==> src/rtl/ram_stream_reader_pkg.sv <==
// Shared memory-block header: the address-width helper and the reader FSM
// state encodings. Imported by the reader top and its testbench.
package ram_stream_reader_pkg;

  // Reader control states.
  typedef enum logic [1:0] {
    ST_IDLE  = 2'd0,
    ST_RUN   = 2'd1,
    ST_DRAIN = 2'd2
  } state_e;

  // Number of bits needed to hold 'value' (at least one bit).
  // Given SIZE-1, this is the width of a RAM address, and it also works
  // when SIZE is not a power of two.
  function automatic int clog2(input int value);
    int bits_v;
    int rem_v;
    bits_v = 32'sd1;
    rem_v  = value >>> 32'd1;
    while (rem_v > 32'sd0) begin
      bits_v = bits_v + 32'sd1;
      rem_v  = rem_v >>> 32'd1;
    end
    return bits_v;
  endfunction

endpackage

==> src/rtl/ram_stream_reader_if.sv <==
// Output stream bundle of the RAM stream reader (AXI-stream style).
//   m_valid : beat valid           (master -> slave)
//   m_ready : downstream accept    (slave  -> master)
//   m_data  : beat data, WIDTH     (master -> slave)
//   m_last  : final beat marker    (master -> slave)
interface ram_stream_reader_if #(
  parameter int WIDTH = 32
);

  logic             m_valid;
  logic             m_ready;
  logic [WIDTH-1:0] m_data;
  logic             m_last;

  modport master (
    output m_valid,
    output m_data,
    output m_last,
    input  m_ready
  );

  modport slave (
    input  m_valid,
    input  m_data,
    input  m_last,
    output m_ready
  );

endinterface

==> src/rtl/ram_stream_reader_skid_fifo2.sv <==
// Two-entry FIFO that buffers RAM read data in front of the output stream.
// The head entry is always held in mem0_r, so head data and valid come
// straight from registers and stay stable until a pop.
//   clk, rst   : clock, synchronous active-high reset
//   push       : write push_data this cycle
//   push_data  : WIDTH-bit entry to write
//   pop        : remove the head entry (ignored when empty)
//   head_data  : current head entry
//   head_valid : FIFO is not empty
//   count      : number of stored entries, 0..2
module skid_fifo2 #(
  parameter int WIDTH = 32
) (
  input  logic             clk,
  input  logic             rst,
  input  logic             push,
  input  logic [WIDTH-1:0] push_data,
  input  logic             pop,
  output logic [WIDTH-1:0] head_data,
  output logic             head_valid,
  output logic [1:0]       count
);

  logic [WIDTH-1:0] mem0_r;
  logic [WIDTH-1:0] mem1_r;
  logic [1:0]       count_r;
  logic             valid_r;
  logic             pop_ok_s;
  logic             push_ok_s;

  // Qualify pop against empty and push against full.
  always_comb begin
    pop_ok_s  = 1'b0;
    push_ok_s = 1'b0;
    if (pop && valid_r) begin
      pop_ok_s = 1'b1;
    end else begin
      pop_ok_s = 1'b0;
    end
    if (push && ((count_r != 2'd2) || pop_ok_s)) begin
      push_ok_s = 1'b1;
    end else begin
      push_ok_s = 1'b0;
    end
  end

  // Storage, occupancy and valid flag update.
  always_ff @(posedge clk) begin
    if (rst) begin
      mem0_r  <= '0;
      mem1_r  <= '0;
      count_r <= 2'd0;
      valid_r <= 1'b0;
    end else begin
      case ({push_ok_s, pop_ok_s})
        2'b10: begin
          if (count_r == 2'd0) begin
            mem0_r <= push_data;
          end else begin
            mem1_r <= push_data;
          end
          count_r <= count_r + 2'd1;
          valid_r <= 1'b1;
        end
        2'b01: begin
          // Only shift when a second entry exists; an emptied head keeps
          // its last value.
          if (count_r == 2'd2) begin
            mem0_r <= mem1_r;
          end else begin
            mem0_r <= mem0_r;
          end
          count_r <= count_r - 2'd1;
          valid_r <= (count_r == 2'd2);
        end
        2'b11: begin
          if (count_r == 2'd1) begin
            mem0_r <= push_data;
          end else begin
            mem0_r <= mem1_r;
            mem1_r <= push_data;
          end
        end
        default: begin
          count_r <= count_r;
          valid_r <= valid_r;
        end
      endcase
    end
  end

  assign head_data  = mem0_r;
  assign head_valid = valid_r;
  assign count      = count_r;

endmodule

==> src/rtl/ram_stream_reader.sv <==
// Streams a block of words out of a single-port RAM with registered read
// data. A transfer starts at 'base' and reads 'len' words, wrapping modulo
// SIZE, and presents them as an AXI-stream style output. A 2-entry FIFO
// absorbs the one-cycle RAM latency so the stream can run at one beat per
// cycle while never dropping or duplicating a word under back-pressure.
//   clk, rst       : clock, synchronous active-high reset
//   start          : one-cycle request, sampled only in IDLE
//   base, len      : first address and word count (0..SIZE), sampled with start
//   ram_en_read    : RAM read enable
//   ram_addr_read  : RAM read address (holds when no read is issued)
//   ram_data_out   : RAM read data, valid the cycle after ram_en_read
//   m_if           : output stream (m_valid/m_ready/m_data/m_last)
//   busy           : high outside IDLE
//   done           : one-cycle pulse after the last beat is accepted
module ram_stream_reader
  import ram_stream_reader_pkg::*;
#(
  parameter  int SIZE  = 64,
  parameter  int WIDTH = 32,
  localparam int AW    = clog2(SIZE - 1)
) (
  input  logic                clk,
  input  logic                rst,
  input  logic                start,
  input  logic [AW-1:0]       base,
  input  logic [AW:0]         len,
  output logic                ram_en_read,
  output logic [AW-1:0]       ram_addr_read,
  input  logic [WIDTH-1:0]    ram_data_out,
  ram_stream_reader_if.master m_if,
  output logic                busy,
  output logic                done
);

  localparam logic [AW-1:0] ADDR_ONE  = AW'(32'd1);
  localparam logic [AW-1:0] ADDR_LAST = AW'(SIZE - 1);
  localparam logic [AW:0]   LEN_ONE   = (AW + 1)'(32'd1);

  state_e           state_r;
  logic [AW-1:0]    addr_r;
  logic [AW:0]      remaining_r;
  logic             inflight_r;
  logic             inflight_last_r;
  logic             busy_r;
  logic             done_r;

  logic             issue_s;
  logic             last_issue_s;
  logic             pop_s;
  logic [2:0]       occ_s;
  logic [AW-1:0]    next_addr_s;
  logic [1:0]       fifo_count_s;
  logic             fifo_valid_s;
  logic [WIDTH:0]   fifo_head_s;

  // Read issue decision, next address and accept qualification.
  always_comb begin
    pop_s = fifo_valid_s & m_if.m_ready;
    // Words the FIFO will hold after this edge; a read issued now lands
    // one cycle later, so it is safe only while this stays below two.
    occ_s = {1'b0, fifo_count_s} + {2'b00, inflight_r} - {2'b00, pop_s};
    if (!rst && (state_r == ST_RUN) && (remaining_r != '0) && (occ_s < 3'd2)) begin
      issue_s = 1'b1;
    end else begin
      issue_s = 1'b0;
    end
    if (issue_s && (remaining_r == LEN_ONE)) begin
      last_issue_s = 1'b1;
    end else begin
      last_issue_s = 1'b0;
    end
    if (addr_r == ADDR_LAST) begin
      next_addr_s = '0;
    end else begin
      next_addr_s = addr_r + ADDR_ONE;
    end
  end

  // Control FSM with its registered status outputs.
  always_ff @(posedge clk) begin
    if (rst) begin
      state_r         <= ST_IDLE;
      addr_r          <= '0;
      remaining_r     <= '0;
      inflight_r      <= 1'b0;
      inflight_last_r <= 1'b0;
      busy_r          <= 1'b0;
      done_r          <= 1'b0;
    end else begin
      // The last-word flag travels with the read so it lands in the FIFO
      // beside its data.
      inflight_r      <= issue_s;
      inflight_last_r <= last_issue_s;
      done_r          <= 1'b0;
      case (state_r)
        ST_IDLE: begin
          if (start) begin
            if (len != '0) begin
              state_r     <= ST_RUN;
              busy_r      <= 1'b1;
              addr_r      <= base;
              remaining_r <= len;
            end else begin
              done_r <= 1'b1;
            end
          end else begin
            state_r <= ST_IDLE;
          end
        end
        ST_RUN: begin
          if (issue_s) begin
            addr_r      <= next_addr_s;
            remaining_r <= remaining_r - LEN_ONE;
            if (remaining_r == LEN_ONE) begin
              state_r <= ST_DRAIN;
            end else begin
              state_r <= ST_RUN;
            end
          end else begin
            state_r <= ST_RUN;
          end
        end
        ST_DRAIN: begin
          if (pop_s && fifo_head_s[WIDTH]) begin
            state_r <= ST_IDLE;
            busy_r  <= 1'b0;
            done_r  <= 1'b1;
          end else begin
            state_r <= ST_DRAIN;
          end
        end
        default: begin
          state_r <= ST_IDLE;
          busy_r  <= 1'b0;
        end
      endcase
    end
  end

  skid_fifo2 #(
    .WIDTH (WIDTH + 1)
  ) u_fifo (
    .clk        (clk),
    .rst        (rst),
    .push       (inflight_r),
    .push_data  ({inflight_last_r, ram_data_out}),
    .pop        (pop_s),
    .head_data  (fifo_head_s),
    .head_valid (fifo_valid_s),
    .count      (fifo_count_s)
  );

  assign ram_en_read   = issue_s;
  assign ram_addr_read = addr_r;
  assign busy          = busy_r;
  assign done          = done_r;
  assign m_if.m_valid  = fifo_valid_s;
  assign m_if.m_data   = fifo_head_s[WIDTH-1:0];
  assign m_if.m_last   = fifo_head_s[WIDTH];

endmodule

==> src/flat_wrapper.sv <==
// flat-port wrapper written by rule: the top's interface ports become plain ports
module ram_stream_reader_flat import ram_stream_reader_pkg::*;
#(
  parameter  int SIZE  = 64,
  parameter  int WIDTH = 32,
  localparam int AW    = clog2(SIZE - 1)
)
  (clk, rst, start, base, len, ram_en_read, ram_addr_read, ram_data_out, busy, done, m_if_m_valid, m_if_m_data, m_if_m_last, m_if_m_ready);
  ram_stream_reader_if #(.WIDTH(WIDTH)) m_if_i ();
  input  logic clk;
  input  logic rst;
  input  logic start;
  input  logic [AW-1:0] base;
  input  logic [AW:0] len;
  output logic ram_en_read;
  output logic [AW-1:0] ram_addr_read;
  input  logic [WIDTH-1:0] ram_data_out;
  output logic busy;
  output logic done;
  output wire logic [$bits(m_if_i.m_valid)-1:0] m_if_m_valid;
  output wire logic [$bits(m_if_i.m_data)-1:0] m_if_m_data;
  output wire logic [$bits(m_if_i.m_last)-1:0] m_if_m_last;
  input wire logic [$bits(m_if_i.m_ready)-1:0] m_if_m_ready;
  assign m_if_m_valid = m_if_i.m_valid;
  assign m_if_m_data = m_if_i.m_data;
  assign m_if_m_last = m_if_i.m_last;
  assign m_if_i.m_ready = m_if_m_ready;
  ram_stream_reader #(.SIZE(SIZE), .WIDTH(WIDTH)) u_core (.clk(clk), .rst(rst), .start(start), .base(base), .len(len), .ram_en_read(ram_en_read), .ram_addr_read(ram_addr_read), .ram_data_out(ram_data_out), .m_if(m_if_i), .busy(busy), .done(done));
endmodule
==> config.mk <==
export PLATFORM = sky130hd
export DESIGN_NAME = ram_stream_reader_flat
export DESIGN_NICKNAME = d
export VERILOG_FILES = /design/src/rtl/ram_stream_reader_pkg.sv /design/src/rtl/ram_stream_reader_if.sv /design/src/rtl/ram_stream_reader_skid_fifo2.sv /design/src/rtl/ram_stream_reader.sv /design/src/flat_wrapper.sv
export SDC_FILE = /design/constraint.sdc
export NUM_CORES = 1
export LEC_CHECK = 0
export BUFFER_PORTS_ARGS = -buffer_cell sky130_fd_sc_hd__clkbuf_2
export CORE_UTILIZATION = 52
export DETAILED_ROUTE_END_ITERATION = 7
export PLACE_DENSITY = 0.77
export SLEW_MARGIN = 20
export SYNTH_ARGS = -nofsm -noshare
export SYNTH_HDL_FRONTEND = slang
export SYNTH_SLANG_ARGS = --single-unit
==> constraint.sdc <==
create_clock -name clk -period 5.1 [get_ports clk]
set_input_delay 1.53 -clock clk [delete_from_list [all_inputs] [get_ports clk]]
set_output_delay 1.53 -clock clk [all_outputs]
set_load 0.005 [all_outputs]
Word-level counts from Yosys, hierarchy flattened
Index checks and enable logic that the tools add are counted.
{"block": "classes", "addsub": 6, "magnitude_cmp": 1, "eq_ne": 19, "mux": 36, "n_bitwise": 2, "n_reduce_logical": 21}
{"cell": "two-way mux 33 bit", "n": 5}
{"cell": "one-hot mux 33 bit (3 select lines)", "n": 1}
{"cell": "one-hot mux 33 bit (2 select lines)", "n": 1}
{"cell": "two-way mux 6 bit", "n": 4}
{"cell": "two-way mux 7 bit", "n": 3}
{"cell": "inequality test 2 bit (second input constant)", "n": 7}
{"cell": "one-hot mux 7 bit (2 select lines)", "n": 1}
{"cell": "nonzero test 7 bit", "n": 2}
{"cell": "one-hot mux 6 bit (2 select lines)", "n": 1}
{"cell": "two-way mux 1 bit", "n": 10}
{"cell": "two-way mux 2 bit", "n": 5}
{"cell": "== test 2 bit (second input constant)", "n": 4}
{"cell": "AND reduction 4 bit", "n": 2}
{"cell": "== test 7 x 1 -> 1 bit (second input constant)", "n": 1}
{"cell": "logical AND 1 bit", "n": 7}
{"cell": "subtractor 7 x 1 -> 7 bit (second input constant)", "n": 1}
{"cell": "adder 6 x 1 -> 6 bit (second input constant)", "n": 1}
{"cell": "== test 2 x 1 -> 1 bit (second input constant)", "n": 3}
{"cell": "== test 6 bit (second input constant)", "n": 1}
{"cell": "one-hot mux 2 bit (3 select lines)", "n": 1}
{"cell": "AND reduction 3 bit", "n": 2}
{"cell": "nonzero test 2 bit", "n": 3}
{"cell": "zero test 2 bit", "n": 2}
{"cell": "inequality test 2 x 1 -> 1 bit (second input constant)", "n": 2}
{"cell": "other kinds (14)", "n": 15}
{"block": "totals", "regBits": 88, "output_inout_bits": 43}

Longest topological paths before layout
{"block": "logic_depth", "ltp_word": 9, "mapped_depth": 10, "mapped_depth_nobuf": 10}

Hierarchy
From an unflattened synthesis, not the netlist that was laid out.
{"block": "unflattened", "hier_cells": 507, "area_unflattened_um2": 4096.4}
{"mod": "skid_fifo2", "n_inst": 1, "cells_per_inst": 360, "area_each_um2": 2855.2, "seq_area_each_um2": 1381.3}
{"mod": "ram_stream_reader", "n_inst": 1, "cells_per_inst": 147, "area_each_um2": 1241.2, "seq_area_each_um2": 380.4}

Least setup slack after synthesis
OpenSTA, ideal clock, no wires.
{"block": "synth_path", "kind": "input -> output", "start": "input port m_if_m_ready", "end": "output port ram_en_read", "arrival_time_ns": 3.060, "required_time_ns": 3.570, "setup_slack_ns": 0.510, "cell_stages": 8, "n_path_buf": 0, "cell_sequence": "nand2_1 > inv_2 > ha_1 > nand2b_1 > fa_1 > and4bb_1 > o211ai_2 > inv_2"}
{"block": "synth_via", "elab_chain_len": 5}
{"element": "start, declared", "line_no": "flat_wrapper.sv:23", "rtl": "input wire logic [$bits(m_if_i.m_ready)-1:0] m_if_m_ready;"}
{"element": "bitwise AND 1 bit", "line_no": "ram_stream_reader.sv:58", "rtl": "pop_s = fifo_valid_s & m_if.m_ready;"}
{"element": "subtractor 3 x 1 -> 3 bit", "line_no": "ram_stream_reader.sv:61", "rtl": "occ_s = {1'b0, fifo_count_s} + {2'b00, inflight_r} - {2'b00, pop_s};"}
{"element": "less-than comparator 3 x 2 -> 1 bit", "line_no": "ram_stream_reader.sv:62", "rtl": "if (!rst && (state_r == ST_RUN) && (remaining_r != '0) && (occ_s < 3'd2)) begin"}
{"element": "logical AND 1 bit", "line_no": "ram_stream_reader.sv:62"}
{"element": "two-way mux 1 bit", "line_no": "ram_stream_reader.sv:62"}
{"element": "end, declared", "line_no": "flat_wrapper.sv:15", "rtl": "output logic ram_en_read;"}
No other way between the ends.

Worst setup path in the final report
Ends and elaborated chain as after synthesis.

==> results.txt <==
I/O pin count = 92
Total count of max-transition violations in the final report = 0
Layout filler cell count = 650
Wire length of the first global-routing pass = 14700 um
Combinational family with the most area after synthesis = multiplexers
Count of state elements after synthesis = 88
Post-synthesis xor/xnor area fraction = 0.00435
EDFF count, synth = 0
Sum Neg Setup Slack = 0 ps
Final hold violation count = 0
Max Clock Freq = 0.206 GHz
Mean post-synth cell area = 9.43 sq um
P&R area growth vs syn = 18.1%
Crit Reg-Reg Startpoint = u_core.u_fifo.head_valid
Share of the synthesized area in the top cell type = 0.438
Fraction of final layout cells sized beyond drive strength 1 = 0.246
Die Area = 8100 sq um
Initial standard-cell utilization of the core = 0.546
Violation count after the first detailed-routing iteration = 154
Clock transition at the register clock pins on the worst setup and hold paths after CTS = 90 ps
Placeable core area = 7370 sq um
Number of nets in the layout = 562
Hold Crit Start = u_core.u_fifo.head_data[20]
Leading area contributor after synthesis = sky130_fd_sc_hd__dfxtp_1
Pin count of the biggest net entering global routing = 94
Cts hold-fix bufs = 0
Die Span Y = 90.0 um
Run status = complete, no violations
Final count of negative-setup-slack endpoints = 0
Antenna violation net count after detailed routing = 0
Die width = 90.0 um
GRT overflow = 0
Post-Syn Area = 4030 sq um
Share of synthesized flip-flops with an asynchronous set or reset = 0
Number of vias in the routed layout = 3401
Number of global-route vias before repair = 3271
Num rows = 31
Final routed wirelength across all metal layers = 8730 um
Clk Tree Root Cell = sky130_fd_sc_hd__clkbuf_8
Synth warnings = 0
Ratio of total power to cell area = 360 nW/um^2
Worst-Margin Slew = 1050 ps
Final clock period utilization by the worst path = 0.951
Clock sink count = 88
Number of buffers on the longest clock path = 2
Detailed-placement wirelength estimate = 5830 um
Max-capacitance violation count = 0
Part of the Yosys area used for sequential elements = 0.438
Startpoint of the worst setup timing path = m_if_m_ready
Syn_nets = 485
Critical path startpoint category = primary input
Arr. time, crit path = 3320 ps
Number of CTS-inserted buffers = 9
CP Data Required Time = 3570 ps
Antenna violations before repair = 0
Most common cell after layout, fill and taps aside = sky130_fd_sc_hd__clkbuf_2
Post-CTS Setup Repair Bufs = 0
Element type at the critical path end = primary output
Final antenna diode count = 0
Standby leakage power = 2.35 nW
Post-DR vias/cell = 5.59
Post-DR wirelength/cell = 14.4 um
Headroom to the max-slew limit = 0.296
Final critical-path required period = 4850 ps
Complex-gate fraction of the synthesized area = 0.160
Post-Synth Simple-Gate Area = 0.153
Number of remaining DRC errors = 0
Cell count after synthesis = 427
Synthesized-area fraction occupied by adder cells = 0.0298
Final design utilization = 0.645
Clock latency reported for the late side of the worst-skew pair = 360 ps
CTS tree = done
Cell types with the largest area share after synthesis = sky130_fd_sc_hd__dfxtp_1, sky130_fd_sc_hd__mux2i_1, sky130_fd_sc_hd__a211oi_1
Hold/Removal Path Class = reg2reg
Overall routing resource usage = 0.223
Maximum resistive drop on vdd = 0.185 mV
Most common flop cell mapped by yosys = sky130_fd_sc_hd__dfxtp_1
Leading cell types in the layout, fill and taps excluded = sky130_fd_sc_hd__clkbuf_2, sky130_fd_sc_hd__dfxtp_1, sky130_fd_sc_hd__nor2_1
IO buf count = 91
Synth unique cells = 51
Path type of the worst setup path = in2out
Number of gates given a new drive strength after cts = 0
RSZ-0062 raised after global routing = false
Max FO, Critical Path = 5
Worst-case clock skew = 11.4 ps
DR pass1 iterations = 5
Share of synthesized area spent on multiplexers = 0.169
H-Tree Depth = 3
Gpl congestion = 0.887
==> layout make-up <==
| class | instances | area [sq um] | area share |
|---|---|---|---|
| tap | 99 | 124 | 0.0260 |
| sequential | 88 | 1760 | 0.370 |
| multi-input combinational | 296 | 2100 | 0.442 |
| inverter | 13 | 48.8 | 0.0103 |
| clock inverter | 7 | 103 | 0.0216 |
| timing repair buffer | 96 | 493 | 0.104 |
| clock buffer | 9 | 124 | 0.0260 |
==> final timing paths <==
check	to	slack, ps	cells after the start
setup / recovery	ram_en_read	250	10
hold / removal	u_core.u_fifo.head_data[20]	500	2
setup reg to reg	u_core.ram_addr_read[0]	2440	10
hold reg to reg	u_core.u_fifo.head_data[20]	500	2
==> report_power, final <==
part / switching [mW] / internal (mW) / total [mW]
combinational: 0.200 / 0.160 / 0.359
sequential: 0.0492 / 0.758 / 0.807
clock: 0.264 / 0.281 / 0.545
total: 0.513 / 1.20 / 1.71
==> critical path: stages <==
cell and delay, ps:
sky130_fd_sc_hd__clkbuf_2 110, sky130_fd_sc_hd__nand2_1 180, sky130_fd_sc_hd__inv_2 90, sky130_fd_sc_hd__ha_1 270, sky130_fd_sc_hd__nand2b_1 150, sky130_fd_sc_hd__fa_1 470, sky130_fd_sc_hd__and4bb_1 220, sky130_fd_sc_hd__o211ai_2 110
sky130_fd_sc_hd__inv_2 70, sky130_fd_sc_hd__clkbuf_2 100
==> state kept, by name, summed over array words and instances, names as in the netlist <==
signal                    count
u_core.u_fifo.head_data      33
u_core.u_fifo.mem1_r         33
u_core.remaining_r            7
u_core.ram_addr_read          6
u_core.state_r                2
u_core.u_fifo.count           2
u_core.busy                   1
u_core.done                   1
u_core.inflight_last_r        1
u_core.inflight_r             1
u_core.u_fifo.head_valid      1
==> synth_stat cells, types with 3 or more instances <==
library cell and instances:
sky130_fd_sc_hd__nor3b_1 4, sky130_fd_sc_hd__buf_1 3, sky130_fd_sc_hd__clkbuf_1 17, sky130_fd_sc_hd__a21oi_1 21, sky130_fd_sc_hd__dfxtp_1 88, sky130_fd_sc_hd__nand2b_1 10
sky130_fd_sc_hd__inv_1 10, sky130_fd_sc_hd__a211oi_1 39, sky130_fd_sc_hd__inv_2 3, sky130_fd_sc_hd__mux2i_1 67, sky130_fd_sc_hd__nor3_1 3, sky130_fd_sc_hd__nor2_1 77
sky130_fd_sc_hd__a31oi_1 3, sky130_fd_sc_hd__nand3_1 7, sky130_fd_sc_hd__ha_1 8, sky130_fd_sc_hd__buf_4 3, sky130_fd_sc_hd__buf_2 6, sky130_fd_sc_hd__nand2_1 10
sky130_fd_sc_hd__o32ai_1 7
==> cell families (layout without fill, tap and decap cells) <==
logic type | after synthesis | after routing
xor+xnor | 2 | 2
compound gates | 88 | 88
mux | 68 | 68
flops | 88 | 88
simple gates | 129 | 129
fa+ha+maj | 9 | 9
buf+inv | 43 | 125
==> routing by layer <==
| layer | up-vias | wire length (um) | track usage | share of wire |
|---|---|---|---|---|
| met2 | 102 | 4300 | 0.381 | 0.49 |
| met3 | 8 | 504 | 0.0482 | 0.058 |
| met1 | 1589 | 3830 | 0.270 | 0.44 |
| met5 | - | 0 | 0 | 0 |
| li1 | 1702 | - | - | - |
| met4 | 0 | 97 | 0.0954 | 0.011 |
==> metrics by stage <==
stage	cells	total power [mW]	setup WS [ps]	instance area, sq um	hold slack (ps)
final	608	1.71	251	4760	500
after global routing	608	1.81	123	4760	520
after CTS	608	1.73	240	4760	501
after detailed placement	592	1.18	237	4530	483
after global placement	592	1.17	283	4530	473
after floorplan	427	1.05	510	4030	460
No activity file was read; power rests on OpenSTA's default activity.
